### src/rtl/time_counter.sv
`default_nettype none
// ============================================================================
//  Module      : time_counter
//  Description : Time-of-day counter. A prescaler divides clk down to a
//                one-second event that drives cascaded seconds, minutes and
//                hours counters. Supports run/pause, validated loading and a
//                12/24-hour display decode.
//  Ports       : clk, reset (sync, active-high)
//                run        - 1 advances time, 0 freezes prescaler/counters
//                mode12     - 12-hour display (only when HOURS_PER_DAY==24)
//                load, load_hour/min/sec - one-cycle time load request
//                sec_o, min_o, hour_o, pm_o - current time
//                sec_tick, min_tick, hour_tick, day_tick - unit pulses
//                load_err   - one-cycle pulse on a rejected load
//  Revision    : 1.0 - initial release
// ============================================================================
module time_counter #(
    parameter int TICKS_PER_SEC = 10000,
    parameter int PRESC_W       = 14,
    parameter int SEC_PER_MIN   = 60,
    parameter int MIN_PER_HOUR  = 60,
    parameter int HOURS_PER_DAY = 24
) (
    input  logic       clk,
    input  logic       reset,
    input  logic       run,
    input  logic       mode12,
    input  logic       load,
    input  logic [4:0] load_hour,
    input  logic [5:0] load_min,
    input  logic [5:0] load_sec,
    output logic [5:0] sec_o,
    output logic [5:0] min_o,
    output logic [4:0] hour_o,
    output logic       pm_o,
    output logic       sec_tick,
    output logic       min_tick,
    output logic       hour_tick,
    output logic       day_tick,
    output logic       load_err
);

    localparam logic [PRESC_W-1:0] c_P_MAX   = PRESC_W'(TICKS_PER_SEC - 1);
    localparam logic [5:0]         c_SEC_MAX = 6'(SEC_PER_MIN - 1);
    localparam logic [5:0]         c_MIN_MAX = 6'(MIN_PER_HOUR - 1);
    localparam logic [4:0]         c_HR_MAX  = 5'(HOURS_PER_DAY - 1);
    localparam logic [31:0]        c_SPM     = SEC_PER_MIN;
    localparam logic [31:0]        c_MPH     = MIN_PER_HOUR;
    localparam logic [31:0]        c_HPD     = HOURS_PER_DAY;

    logic [PRESC_W-1:0] r_p;
    logic [5:0]         r_sec;
    logic [5:0]         r_min;
    logic [4:0]         r_hr;
    logic               r_sec_tick;
    logic               r_min_tick;
    logic               r_hour_tick;
    logic               r_day_tick;
    logic               r_load_err;

    logic w_load_ok;

    assign w_load_ok = ({27'd0, load_hour} < c_HPD) &&
                       ({26'd0, load_min}  < c_MPH) &&
                       ({26'd0, load_sec}  < c_SPM);

    // Ticks and load_err default low every edge so each is a single-cycle
    // pulse aligned with the counter values it announces.
    always_ff @(posedge clk) begin
        if (reset) begin
            r_p         <= '0;
            r_sec       <= '0;
            r_min       <= '0;
            r_hr        <= '0;
            r_sec_tick  <= 1'b0;
            r_min_tick  <= 1'b0;
            r_hour_tick <= 1'b0;
            r_day_tick  <= 1'b0;
            r_load_err  <= 1'b0;
        end else begin
            r_sec_tick  <= 1'b0;
            r_min_tick  <= 1'b0;
            r_hour_tick <= 1'b0;
            r_day_tick  <= 1'b0;
            r_load_err  <= 1'b0;
            if (load) begin
                // A rejected load freezes everything, prescaler included.
                if (w_load_ok) begin
                    r_p   <= '0;
                    r_sec <= load_sec;
                    r_min <= load_min;
                    r_hr  <= load_hour;
                end else begin
                    r_load_err <= 1'b1;
                end
            end else if (run) begin
                if (r_p == c_P_MAX) begin
                    r_p        <= '0;
                    r_sec_tick <= 1'b1;
                    if (r_sec == c_SEC_MAX) begin
                        r_sec      <= '0;
                        r_min_tick <= 1'b1;
                        if (r_min == c_MIN_MAX) begin
                            r_min       <= '0;
                            r_hour_tick <= 1'b1;
                            if (r_hr == c_HR_MAX) begin
                                r_hr       <= '0;
                                r_day_tick <= 1'b1;
                            end else begin
                                r_hr <= r_hr + 5'd1;
                            end
                        end else begin
                            r_min <= r_min + 6'd1;
                        end
                    end else begin
                        r_sec <= r_sec + 6'd1;
                    end
                end else begin
                    r_p <= r_p + PRESC_W'(1);
                end
            end
        end
    end

    // Hour display decode is combinational so a mode12 change shows at once.
    generate
        if (HOURS_PER_DAY == 24) begin : g_disp_24
            logic       w_pm;
            logic [4:0] w_hr12;
            assign w_pm   = (r_hr >= 5'd12);
            assign w_hr12 = w_pm ? (r_hr - 5'd12) : r_hr;
            assign pm_o   = w_pm;
            assign hour_o = mode12 ? ((w_hr12 == 5'd0) ? 5'd12 : w_hr12) : r_hr;
        end else begin : g_disp_plain
            logic w_unused_mode12;
            assign w_unused_mode12 = mode12;
            assign pm_o            = 1'b0;
            assign hour_o          = r_hr;
        end
    endgenerate

    assign sec_o     = r_sec;
    assign min_o     = r_min;
    assign sec_tick  = r_sec_tick;
    assign min_tick  = r_min_tick;
    assign hour_tick = r_hour_tick;
    assign day_tick  = r_day_tick;
    assign load_err  = r_load_err;

endmodule
`default_nettype wire

### config.mk
export PLATFORM = sky130hd
export DESIGN_NAME = time_counter
export DESIGN_NICKNAME = d
export VERILOG_FILES = /design/src/rtl/time_counter.sv
export SDC_FILE = /design/constraint.sdc
export NUM_CORES = 1
export LEC_CHECK = 0
export ABC_AREA = 1
export CORE_AREA = 5 5 82 84
export DETAILED_ROUTE_END_ITERATION = 7
export DIE_AREA = 0 0 87 89
export GPL_TIMING_DRIVEN = 0
export PLACE_DENSITY_LB_ADDON = 0.2
export SETUP_SLACK_MARGIN = 0.3
export SYNTH_ARGS = -nofsm -noshare
export SYNTH_HDL_FRONTEND = slang
export SYNTH_SLANG_ARGS = --single-unit
### constraint.sdc
create_clock -name clk -period 4 [get_ports clk]
set_input_delay 0.8 -clock clk [delete_from_list [all_inputs] [get_ports clk]]
set_output_delay 0.8 -clock clk [all_outputs]
set_load 0.01 [all_outputs]
Word level (Yosys, flattened, before mapping)
Index checks and enable logic that the tools add are counted.

word-level totals
  bits in registers = 36

cells by class
  $add $sub $neg = 5
  magnitude comparators = 4
  equal/unequal tests = 5
  mux-type cells = 30
  bitwise operators = 5
  reduce and logical (&&, ||, !) cells = 16

operators by type and width
  operator                                                           count
  2-to-1 mux 6 bit                                                   11
  2-to-1 mux 14 bit                                                  4
  2-to-1 mux 5 bit                                                   10
  adder 14 x 1 -> 14 bit, second input constant                      1
  == test 14 bit, second input constant                              1
  adder 6 x 1 -> 6 bit, second input constant                        2
  == test 6 bit, second input constant                               2
  < comparator 6 bit, second input constant                          2
  nonzero test 2 bit                                                 4
  OR reduction 6 bit                                                 1
  adder 5 x 1 -> 5 bit, second input constant                        1
  == test 5 bit, second input constant                               1
  greater-or-equal comparator 5 x 4 -> 1 bit, second input constant  1
  zero test 5 bit                                                    1
  < comparator 5 bit, second input constant                          1
  2-to-1 mux 1 bit                                                   5
  NOT 1 bit                                                          5
  AND reduction 5 bit                                                1
  OR reduction 5 bit                                                 1
  subtractor 5 x 4 -> 5 bit, second input constant                   1
  AND reduction 4 bit                                                1
  OR reduction 4 bit                                                 1
  AND reduction 3 bit                                                1
  OR reduction 3 bit                                                 1
  other kinds (4)                                                    5

Logic depth before layout (Yosys ltp)
  word-level depth = 7
  mapped depth = 12
  mapped depth without buffers = 11

Worst setup path before layout
Ideal clock, no wire load.

  path type = flip-flop to output port
  start = register r_hr[0]
  end = output hour_o[2]
  arrival = 1526 ps
  data required time = 3200 ps
  setup slack = 1674 ps
  stages on the path, launching flop included = 8
  path through = dfxtp_1 -> inv_1 -> ha_1 -> nand2_1 -> nand3_1 -> o21ai_0 -> nand3_1 -> o21ai_0

on the way
  cells in the longest elaborated chain, start to end = 5
  elaborated cells on any way between the ends = 6

RTL lines
  element                                         line  source
  start, declared                                 54    logic [4:0] r_hr;
  start signal, assigned                          92    r_hr <= load_hour;
  start signal, assigned                          110   r_hr <= r_hr + 5'd1;
  greater-or-equal comparator 5 x 4 -> 1 bit (*)  130   assign w_pm = (r_hr >= 5'd12);
  net pm_o                                        35    output logic pm_o,
  2-to-1 mux 5 bit (*)                            131   assign w_hr12 = w_pm ? (r_hr - 5'd12) : r_hr;
  zero test 5 bit                                 133   assign hour_o = mode12 ? ((w_hr12 == 5'd0) ? 5'd12 : w_hr12) : r_hr;
  2-to-1 mux 5 bit (*) (2 in series)              133
  end, declared                                   34    output logic [4:0] hour_o,

The timed path passes the listed nets; every way through them passes the cells marked *.

Worst setup path in the final report
  start = register r_hr[0]
  end = output hour_o[2]

on the way
  cells in the longest elaborated chain, start to end = 5
  elaborated cells on any way between the ends = 6

RTL lines
  element                                                                                  line
  subtractor 5 x 4 -> 5 bit or greater-or-equal comparator 5 x 4 -> 1 bit (tied branches)  131, 130
  2-to-1 mux 5 bit (*)                                                                     131
  zero test 5 bit                                                                          133
  2-to-1 mux 5 bit (*) (2 in series)                                                       133

Every way passes the cells marked *; elsewhere a longest branch is shown, timed or not.

==> out/metrics.yaml <==
dr.pass1.iters: 4
synth_mux_area_frac: 0
avgViaCountPerCell: 4.96
finalClockSkew_ps: 11.7
synth_compound_gate_area_share: 0.102
final_max_slew_viol_count: 0
synthSimpleGateAreaFrac: 0.435
drv_cap: 0
area_growth_pct: 26.5
cts_resized: 0
dieArea_um2: 7740
drc: 0
ys_warn_count: 0
cts_hold_buf: 0
grt_util_all_layers: 0.166
synth_xor_area_frac: 0.0304
gp_congestion: 0.873
p_leak_nw: 1.22
clk_pin_slew_ps: 80
clockRootBuffer: "clkbuf_8"
min_delay_path_depth: 2
hold_path.class: "reg -> reg"
drt-initial-drc-count: 91
numCtsBuffers: 5
syn-num-nets: 401
totalWireLength_um: 6120
overflow: 0
period_minus_slack_ps: 3120
path_max_fanout: 5
rows: 28
min_to: "r_p[9]"
antennaDiodeCount: 0
finalSetupViolCount: 0
cts_sinks: 36
start_kind: "register"
startpoint: "r_hr[0]"
netlist_area_um2: 2300
period_share: 0.781
required_ps: 3200
rr_startpoint: "min_o[0]"
synth_top_family_by_area: "simple AND/OR/NAND/NOR gates"
antenna_found_initial: 0
die_w_um: 87
worstMarginPinSlew_ps: 511
synth-seq-cells: 36
final_antenna_net_count: 0
rsz0062_at_grt: "false"
post_cts_buffers: 0
clockBufferDepth: 2
synth_fa_ha_area_frac: 0.0380
die_y_um: 89
maxSlewHeadroom: 0.659
r2r_cells: 11
r2r_setup_slack_ps: 2230
criticalPathCategory: "reg -> out"
end_kind: "output port"
clk_latency_ps: 290
cts.htree.levels: 2
synthCells: 372
synthDistinctLibCells: 33
num_vias: 2458
syn_area_per_cell_um2: 6.19
ios: 45
core_um2: 5850
cts_tree: "yes"
dp_hpwl_um: 4630
fin_util: 0.498
first_global_vias: 2272
wl_per_cell_um: 12.3
r2r-end: "r_hr[1]"
hp-start: "r_p[9]"
crit_arrival_ps: 2320
grt_pass1_wl_um: 10300
status: "finished clean"
vdd.ir_drop.worst_mv: 0.162
final_nets: 450
start_util: 0.393
tns_ps: 0
power.density_nw_per_um2: 289
clock.fmax_mhz: 320
port_buffers: 42
grt_max_degree: 11
drive_above_1_share: 0.0713
hold_viol: 0
ys_seq_area_frac: 0.313
## how the worst max path moves through the flow
stage,to
after global placement,hour_o[2]
after global routing,hour_o[2]
final,hour_o[2]
after CTS,hour_o[2]
after floorplan,hour_o[2]
after detailed placement,hour_o[2]
## Yosys cell counts, drive strengths merged
cell type,n,share of area
a21o,1,0.0033
nor3,4,0.011
a21oi,19,0.041
dfxtp,36,0.31
a21boi,2,0.0065
xnor2,4,0.015
or2,1,0.0027
o21ai,19,0.041
o21a,1,0.0033
a211oi,1,0.0033
clkinv,1,0.0016
inv,34,0.055
nand4,6,0.016
ha,7,0.038
buf,5,0.017
nand3b,4,0.013
nor2,78,0.14
xor2,4,0.015
o211ai,1,0.0033
nand2,110,0.19
nand3,30,0.067
clkbuf,4,0.0071
## cell families (layout without fill, tap and decap cells)
kind of cell	count (synthesis)	after routing
adders and majority gates	7	7
AOI/OAI and AO/OA	44	44
and+or+nand+nor	233	233
buffers and inverters	44	93
xor gates and xnor gates	8	8
DFF	36	36
## per-layer routing
layer | track usage | share of wire | vias to the layer above
met1 | 0.206 | 0.46 | 1097
met5 | 0 | 0 | -
met3 | 0.0433 | 0.075 | 7
met4 | 0.0609 | 0.012 | 0
li1 | - | - | 1281
met2 | 0.275 | 0.46 | 73
## sequential cells by signal, summed over array words and instances, names as in the netlist
name       cells
hour_tick      1
r_p           14
load_err       1
min_tick       1
day_tick       1
min_o          6
r_hr           5
sec_tick       1
sec_o          6
## where the power goes
part	internal (mW)	leakage, nW	switching [mW]
Combinational	0.0793	0.878	0.0903
Clock	0.154	0.0503	0.131
Sequential	0.371	0.293	0.0159
Total	0.604	1.22	0.237
## through the flow
stage / instance area, µm² / std cells / hold slack [ps] / total power, mW / setup slack [ps]
2_1_floorplan: 2300 / 372 / 455 / 0.489 / 1670
3_3_place_gp: 2820 / 489 / 480 / 0.563 / 1010
3_5_place_dp: 2820 / 489 / 488 / 0.565 / 985
4_1_cts: 2910 / 496 / 500 / 0.849 / 842
5_1_grt: 2910 / 496 / 535 / 0.890 / 561
6_report: 2910 / 496 / 500 / 0.841 / 878
## critical path, stage by stage, from the launching register on
cell and delay (ps):
dfxtp_1 400, inv_1 90, ha_1 210, nand2_1 70
nand3_1 140, o21ai_0 250, nand3_1 140, o21ai_0 170
clkdlybuf4s50_1 560
## area by class of cell
type | count | area, µm²
fill | 616 | 2940
multi-input combinational | 292 | 1400
sequential | 36 | 721
timing repair buffer | 42 | 420
inverter | 35 | 131
clock buffer | 7 | 96.3
tap | 75 | 93.8
buffer | 9 | 55.1
## layout by cell type (no fill, tap or decap), types with 2 or more instances in the layout
cell               n
nor2_1            71
dfxtp_1           36
a21oi_1           19
xor2_1             4
clkbuf_8           7
nand2_2            2
nor3_1             3
nand2_4            2
nand4_1            6
nand2_1          106
clkbuf_1           3
xnor2_1            4
o21ai_0           19
nand3b_1           4
inv_1             31
clkdlybuf4s50_1   42
inv_2              3
nand3_1           29
buf_4              3
nor2_2             6
ha_1               7
(Power assumes the default switching activity.)
